**src/rtl/alu_pkg.sv**
```systemverilog
// Shared definitions for the ALU and its requester arbiter.
//   command_t : 4-bit ALU operation code (encodings 14 and 15 are undefined)
//   XLEN      : operand/result width of the ALU datapath
//   arb_state_t : arbiter FSM state encoding
package alu_pkg;

    localparam int XLEN = 32;

    typedef enum logic [3:0] {
        ADD  = 4'd0,
        SUB  = 4'd1,
        AND  = 4'd2,
        OR   = 4'd3,
        XOR  = 4'd4,
        SLL  = 4'd5,
        SRL  = 4'd6,
        SRA  = 4'd7,
        EQ   = 4'd8,
        NE   = 4'd9,
        LT   = 4'd10,
        LTU  = 4'd11,
        GE   = 4'd12,
        GEU  = 4'd13
    } command_t;

    typedef enum logic [1:0] {
        ST_IDLE = 2'd0,
        ST_EXEC = 2'd1,
        ST_RESP = 2'd2
    } arb_state_t;

endpackage

```
**src/rtl/alu.sv**
```systemverilog
// Purely combinational ALU.
//   command_i : operation select (command_t)
//   lhs_i     : left operand
//   rhs_i     : right operand (shifts use the full value as the amount)
//   res_o     : result; comparisons return 0/1, undefined commands return 0
module alu
    import alu_pkg::*;
(
    input  command_t          command_i,
    input  logic [XLEN-1:0]   lhs_i,
    input  logic [XLEN-1:0]   rhs_i,
    output logic [XLEN-1:0]   res_o
);

    always_comb begin
        res_o = '0;
        case (command_i)
            ADD: res_o = lhs_i + rhs_i;
            SUB: res_o = lhs_i - rhs_i;
            AND: res_o = lhs_i & rhs_i;
            OR:  res_o = lhs_i | rhs_i;
            XOR: res_o = lhs_i ^ rhs_i;
            // Shift amounts of XLEN or more flush the value (sign-fill for SRA).
            SLL: res_o = lhs_i << rhs_i;
            SRL: res_o = lhs_i >> rhs_i;
            SRA: res_o = $signed(lhs_i) >>> rhs_i;
            EQ:  res_o = {{(XLEN-1){1'b0}}, (lhs_i == rhs_i)};
            NE:  res_o = {{(XLEN-1){1'b0}}, (lhs_i != rhs_i)};
            LT:  res_o = {{(XLEN-1){1'b0}}, ($signed(lhs_i) <  $signed(rhs_i))};
            LTU: res_o = {{(XLEN-1){1'b0}}, (lhs_i <  rhs_i)};
            GE:  res_o = {{(XLEN-1){1'b0}}, ($signed(lhs_i) >= $signed(rhs_i))};
            GEU: res_o = {{(XLEN-1){1'b0}}, (lhs_i >= rhs_i)};
            default: res_o = '0;
        endcase
    end

endmodule

```
**src/rtl/alu_arbiter.sv**
```systemverilog
// Round-robin arbiter sharing one ALU between NREQ requesters.
//   clk, rst    : clock, synchronous active-high reset
//   req_valid   : per-requester request present
//   req_ready   : one-hot grant (only in IDLE, never during reset)
//   req_command : packed command_t per requester, [4*i+3:4*i]
//   req_lhs/rhs : packed XLEN-bit operands per requester
//   rsp_valid   : result available
//   rsp_ready   : consumer accepts the result
//   rsp_id      : index of the requester that issued the result
//   rsp_res     : ALU result
//   busy        : high whenever the FSM is not IDLE
// Handshake: a transfer occurs on a rising edge where valid and ready are both
// high; the producer holds its payload stable while valid is high and not ready.
module alu_arbiter #(
    parameter int NREQ = 2,
    parameter int XLEN = alu_pkg::XLEN,
    localparam int IDW = (NREQ > 1) ? $clog2(NREQ) : 1
) (
    input  logic                 clk,
    input  logic                 rst,
    input  logic [NREQ-1:0]      req_valid,
    output logic [NREQ-1:0]      req_ready,
    input  logic [NREQ*4-1:0]    req_command,
    input  logic [NREQ*XLEN-1:0] req_lhs,
    input  logic [NREQ*XLEN-1:0] req_rhs,
    output logic                 rsp_valid,
    input  logic                 rsp_ready,
    output logic [IDW-1:0]       rsp_id,
    output logic [XLEN-1:0]      rsp_res,
    output logic                 busy
);

    import alu_pkg::*;

    // Returns {found, index} of the first valid requester at or after ptr,
    // wrapping modulo NREQ. Scanning from the far end lets the nearest win.
    function automatic logic [IDW:0] rr_pick(input logic [NREQ-1:0] v,
                                             input logic [IDW-1:0]  ptr);
        logic [IDW:0] r;
        int           idx;
        r = '0;
        for (int k = NREQ - 1; k >= 0; k--) begin
            idx = (int'(ptr) + k) % NREQ;
            if (v[idx]) r = {1'b1, IDW'(idx)};
        end
        return r;
    endfunction

    arb_state_t       state_q,     state_d;
    logic [IDW-1:0]   rr_ptr_q,    rr_ptr_d;
    command_t         cmd_q,       cmd_d;
    logic [XLEN-1:0]  lhs_q,       lhs_d;
    logic [XLEN-1:0]  rhs_q,       rhs_d;
    logic [IDW-1:0]   gid_q,       gid_d;
    logic             rsp_valid_q, rsp_valid_d;
    logic [IDW-1:0]   rsp_id_q,    rsp_id_d;
    logic [XLEN-1:0]  rsp_res_q,   rsp_res_d;

    logic [IDW:0]     pick;
    logic             found;
    logic [IDW-1:0]   gnt_idx;
    logic [XLEN-1:0]  alu_res;

    assign pick    = rr_pick(req_valid, rr_ptr_q);
    assign found   = pick[IDW];
    assign gnt_idx = pick[IDW-1:0];

    alu u_alu (
        .command_i (cmd_q),
        .lhs_i     (lhs_q),
        .rhs_i     (rhs_q),
        .res_o     (alu_res)
    );

    always_comb begin
        state_d     = state_q;
        rr_ptr_d    = rr_ptr_q;
        cmd_d       = cmd_q;
        lhs_d       = lhs_q;
        rhs_d       = rhs_q;
        gid_d       = gid_q;
        rsp_valid_d = rsp_valid_q;
        rsp_id_d    = rsp_id_q;
        rsp_res_d   = rsp_res_q;
        req_ready   = '0;
        case (state_q)
            ST_IDLE: begin
                if (found) begin
                    // Ready is gated by reset so no transfer is advertised then.
                    req_ready[gnt_idx] = !rst;
                    state_d  = ST_EXEC;
                    cmd_d    = command_t'(req_command[4*gnt_idx +: 4]);
                    lhs_d    = req_lhs[XLEN*gnt_idx +: XLEN];
                    rhs_d    = req_rhs[XLEN*gnt_idx +: XLEN];
                    gid_d    = gnt_idx;
                    rr_ptr_d = (gnt_idx == IDW'(NREQ - 1)) ? '0 : gnt_idx + 1'b1;
                end
            end
            ST_EXEC: begin
                rsp_res_d   = alu_res;
                rsp_id_d    = gid_q;
                rsp_valid_d = 1'b1;
                state_d     = ST_RESP;
            end
            ST_RESP: begin
                if (rsp_ready) begin
                    rsp_valid_d = 1'b0;
                    state_d     = ST_IDLE;
                end
            end
            default: state_d = ST_IDLE;
        endcase
    end

    always_ff @(posedge clk) begin
        if (rst) begin
            state_q     <= ST_IDLE;
            rr_ptr_q    <= '0;
            cmd_q       <= ADD;
            lhs_q       <= '0;
            rhs_q       <= '0;
            gid_q       <= '0;
            rsp_valid_q <= 1'b0;
            rsp_id_q    <= '0;
            rsp_res_q   <= '0;
        end else begin
            state_q     <= state_d;
            rr_ptr_q    <= rr_ptr_d;
            cmd_q       <= cmd_d;
            lhs_q       <= lhs_d;
            rhs_q       <= rhs_d;
            gid_q       <= gid_d;
            rsp_valid_q <= rsp_valid_d;
            rsp_id_q    <= rsp_id_d;
            rsp_res_q   <= rsp_res_d;
        end
    end

    assign rsp_valid = rsp_valid_q;
    assign rsp_id    = rsp_id_q;
    assign rsp_res   = rsp_res_q;
    assign busy      = (state_q != ST_IDLE);

endmodule

```
**config.mk**
```make
export PLATFORM = sky130hd
export DESIGN_NAME = alu_arbiter
export DESIGN_NICKNAME = d
export VERILOG_FILES = /design/src/rtl/alu_pkg.sv /design/src/rtl/alu.sv /design/src/rtl/alu_arbiter.sv
export SDC_FILE = /design/constraint.sdc
export NUM_CORES = 1
export LEC_CHECK = 0
export CAP_MARGIN = 15
export CORE_MARGIN = 5
export CORE_UTILIZATION = 25
export CTS_CLUSTER_DIAMETER = 100
export CTS_CLUSTER_SIZE = 8
export DETAILED_ROUTE_END_ITERATION = 8
export SLEW_MARGIN = 5
export SYNTH_ARGS = -nofsm -noshare
export SYNTH_HDL_FRONTEND = slang
export SYNTH_SLANG_ARGS = --single-unit
```
**constraint.sdc**
```tcl
create_clock -name clk -period 4.5 [get_ports clk]
set_clock_uncertainty 0.15 [all_clocks]
set_input_delay 0.45 -clock clk [delete_from_list [all_inputs] [get_ports clk]]
set_output_delay 0.45 -clock clk [all_outputs]
set_load 0.03 [all_outputs]
```
==> results of run 1 <==
[where the power goes]
group	leakage [nW]	switching (W)	total, W	internal (W)
sequential	0.872	0.000159	0.00119	0.00103
clock	0.147	0.000473	0.000867	0.000394
combinational	5.20	0.00182	0.00285	0.00103
total	6.22	0.00245	0.00491	0.00246
[cell families after synthesis]
| kind of cell | share of synthesized area, % |
|---|---|
| and+or+nand+nor | 18.1 |
| muxes | 12.6 |
| adders and majority gates | 9.13 |
| AOI/OAI and AO/OA | 34.3 |
| buffers and inverters | 9.32 |
| xor gates and xnor gates | 0.902 |
| DFF | 15.6 |
[flip-flops by register name (all words and copies together) (netlist names)]
register	count
cmd_q	4
gid_q	1
lhs_q	32
rhs_q	32
rr_ptr_q	1
rsp_id	1
rsp_res	32
rsp_valid	1
state_q	2
[placed cells by master, fill, tap and decap left out, types with 16 or more instances in the layout]
master                            count
sky130_fd_sc_hd__mux4_2              38
sky130_fd_sc_hd__a21oi_1            153
sky130_fd_sc_hd__a221oi_1            30
sky130_fd_sc_hd__a211oi_1            30
sky130_fd_sc_hd__o22ai_1             20
sky130_fd_sc_hd__nand2b_1            16
sky130_fd_sc_hd__o21ai_1             35
sky130_fd_sc_hd__ha_1                96
sky130_fd_sc_hd__nor2_1             195
sky130_fd_sc_hd__nand3_1             29
sky130_fd_sc_hd__mux2i_1             63
sky130_fd_sc_hd__dfxtp_1            102
sky130_fd_sc_hd__inv_1              129
sky130_fd_sc_hd__o211ai_1            35
sky130_fd_sc_hd__clkdlybuf4s50_1    176
sky130_fd_sc_hd__o21ai_0             83
sky130_fd_sc_hd__nand2_1            164
sky130_fd_sc_hd__buf_4              109
sky130_fd_sc_hd__a222oi_1            74
sky130_fd_sc_hd__nor3_1              43
sky130_fd_sc_hd__a31oi_1             17
sky130_fd_sc_hd__a21o_1              21
[per-stage QoR]
stage | hold WS, ns | utilization [%] | std cells
6_report | 0.189 | 31.0 | 2671
5_1_grt | 0.199 | 31.0 | 2670
4_1_cts | 0.181 | 31.0 | 2670
3_5_place_dp | 0.299 | 30.5 | 2654
3_3_place_gp | 0.286 | 30.5 | 2654
2_1_floorplan | 0.276 | - | 1836
[worst register-to-register path, cell delays in order, from the launching register on]
cell and delay [ns]:
sky130_fd_sc_hd__dfxtp_1 0.62, sky130_fd_sc_hd__inv_1 0.14, sky130_fd_sc_hd__ha_1 0.44, sky130_fd_sc_hd__nand2_1 0.19
sky130_fd_sc_hd__a311oi_1 0.58, sky130_fd_sc_hd__o21ai_1 0.32, sky130_fd_sc_hd__a31o_1 0.32, sky130_fd_sc_hd__o311ai_2 0.51
sky130_fd_sc_hd__nor3_1 0.11, sky130_fd_sc_hd__a2111oi_2 0.39, sky130_fd_sc_hd__a221oi_2 0.09
[final cells by class]
cell class / instances / area share, %
flip-flops and latches: 106 / 12.8
clock buffers: 9 / 1.35
well taps: 696 / 5.21
multi-input cells: 1430 / 61.5
clock inverters: 7 / 0.449
diodes: 1 / 0.0150
repair buffers: 288 / 15.7
inverters: 134 / 3.01
[per-layer routing]
layer	track usage, %	part of all wire, %
met1	34.7	42
met2	36.5	42
met3	6.14	12
met4	8.56	4.4
met5	0	0.017
[path summary, 6_finish.rpt]
kind / startpoint / endpoint / slack (ns) / cells after the start
max: rhs_q[7] / rsp_res[27] / 0.50 / 10
min: rst / state_q[0] / 0.19 / 2
max reg2reg: rhs_q[7] / rsp_res[27] / 0.50 / 10
min reg2reg: rsp_res[8] / rsp_res[8] / 0.30 / 2
==> impl_metrics.yaml, run 1 <==
synthesis:
  yosys_most_used_dff: "sky130_fd_sc_hd__dfxtp_1"
  synthesis.nets: 2075
  async_reset_ff_share_pct: 0
  mappedNetlistArea_um2: 13600
  top_post_synthesis_cells_by_area: "sky130_fd_sc_hd__dfxtp_1, sky130_fd_sc_hd__ha_1, sky130_fd_sc_hd__mux4_2, sky130_fd_sc_hd__a21oi_1, sky130_fd_sc_hd__a222oi_1"
  netlist-cell-type-count: 95
  yosys_warnings: 0
  ys_seq_elements: 106
  ys_seq_area_share_pct: 15.6
  synth_most_common_cell: "sky130_fd_sc_hd__nor2_1"
  synth.cells.most_frequent: "sky130_fd_sc_hd__nor2_1, sky130_fd_sc_hd__nand2_1, sky130_fd_sc_hd__a21oi_1, sky130_fd_sc_hd__inv_1, sky130_fd_sc_hd__dfxtp_1"
  syn_avg_cell_area_um2: 7.41
  synthDominantAreaCellType: "sky130_fd_sc_hd__dfxtp_1"
  yosysTopAreaCellShare_pct: 15.6
  synthesized_instance_count: 1836
  number_of_enable_type_register_cells_in_the_synthesized_netlist: 0
floorplanning:
  floorplan.die.width_um: 243
  dieArea_um2: 59200
  coreArea_um2: 53800
  std_cell_rows: 85
  initial_util_pct: 25.3
  io_pins: 178
  die-height_um: 243
place:
  gp_routability_congestion: 1.03
  dp_worst_setup_slack_ns: 0.669
  detailed_place.area_um2: 16400
  port-buffer-count: 177
  dpl.hpwl_um: 60700
cts:
  cts_h_tree_depth: 3
  clock_sinks: 106
  postCtsSetupRepairBufs: 0
  tritoncts.num_buffers: 9
  ctsResizeCount: 0
  worst_setup_hold_path_clk_slew_ns: 0.09
  cts_tree: "built"
  postCtsHoldBufs: 0
  insertion_delay_ns: 0.40
  cts_root_buffer: "sky130_fd_sc_hd__clkbuf_16"
  max-clock-path-buffers: 2
routing:
  drc: 0
  drt_first_pass_iters: 9
  vias: 16700
  route.detailed.wl_per_inst_um: 28.7
  detail_route.iter0.violations: 2761
  route.detailed.vias_per_inst: 6.24
  final_antenna_net_count: 0
  drt_wl_total_um: 76700
sta:
  worst_pin_slew_ns: 1.17
  timing_max_transition_violations_final: 0
  grt_setup_unrepaired: "false"
  tns_ns: 0
  setup_viol: 0
  setup_ws_ns: 0.504
  post-route-period-util_pct: 88.8
  relSlewSlack_pct: 21.2
  hold_violations: 0
  max_freq_mhz: 250
  min_period_ns: 4.00
run:
  cap_violations: 0
finish:
  total_of_fill_cells_in_the_finished_design: 5860
  non_filler_cell_area_final_um2: 16700
  sequential_cell_area_um2: 2130
  multi_input_comb_area_um2: 10300
  fraction_of_layout_instances_using_a_drive_strength_above_1_pct: 11.7
  signed_area_change_from_the_synthesized_netlist_to_the_final_layout_pct: 22.8
  nNetsFinal: 2208
power_and_ir_drop:
  pwr_density_cell_nw_per_um2: 294
  leakage_power_nw: 6.22
  design_power_total_w: 0.00491
  worst_ir_drop_vdd_mv: 0.265
grt:
  globalRouteOverflowTotal: 0
  antenna_found_initial: 3
  grt_pass1_wl_um: 111000
  grt_start_max_net_pins: 93
  number_of_global_route_vias_before_repair: 15800
  global_route.usage.total_pct: 24.6
setup_path:
  cp_top_family: "compound AO/OA/AOI/OAI gates"
  cpMaxStageDelayCell: "sky130_fd_sc_hd__dfxtp_1"
  critical_path.endpoint_type: "flop"
  critical_path_buf_inv_count: 1
  worst-setup-path-type: "flop to flop"
  timing.critical_path.cells: "inv_1 -> ha_1 -> nand2_1 -> a311oi_1 -> o21ai_1 -> a31o_1 -> o311ai_2 -> nor3_1 -> a2111oi_2 -> a221oi_2"
  worst_path_arrival_ns: 4.09
  largest_driver_fanout_on_the_critical_path: 8
  required_ns: 4.60
  cp-start-kind: "flop"
  critical_path.max_stage_delay_ns: 0.62
run_status:
  run_status: "finished clean"
hold_path:
  hold_path_class: "input pin to flop"
Note: power is estimated with default switching activity, not from simulation.
==> inputs of run 2 (changes only) <==
Settings changed: CAP_MARGIN 15 to 20.
==> results of run 2 <==
No change in the layout: final DEF, timing and power equal those of run 1.
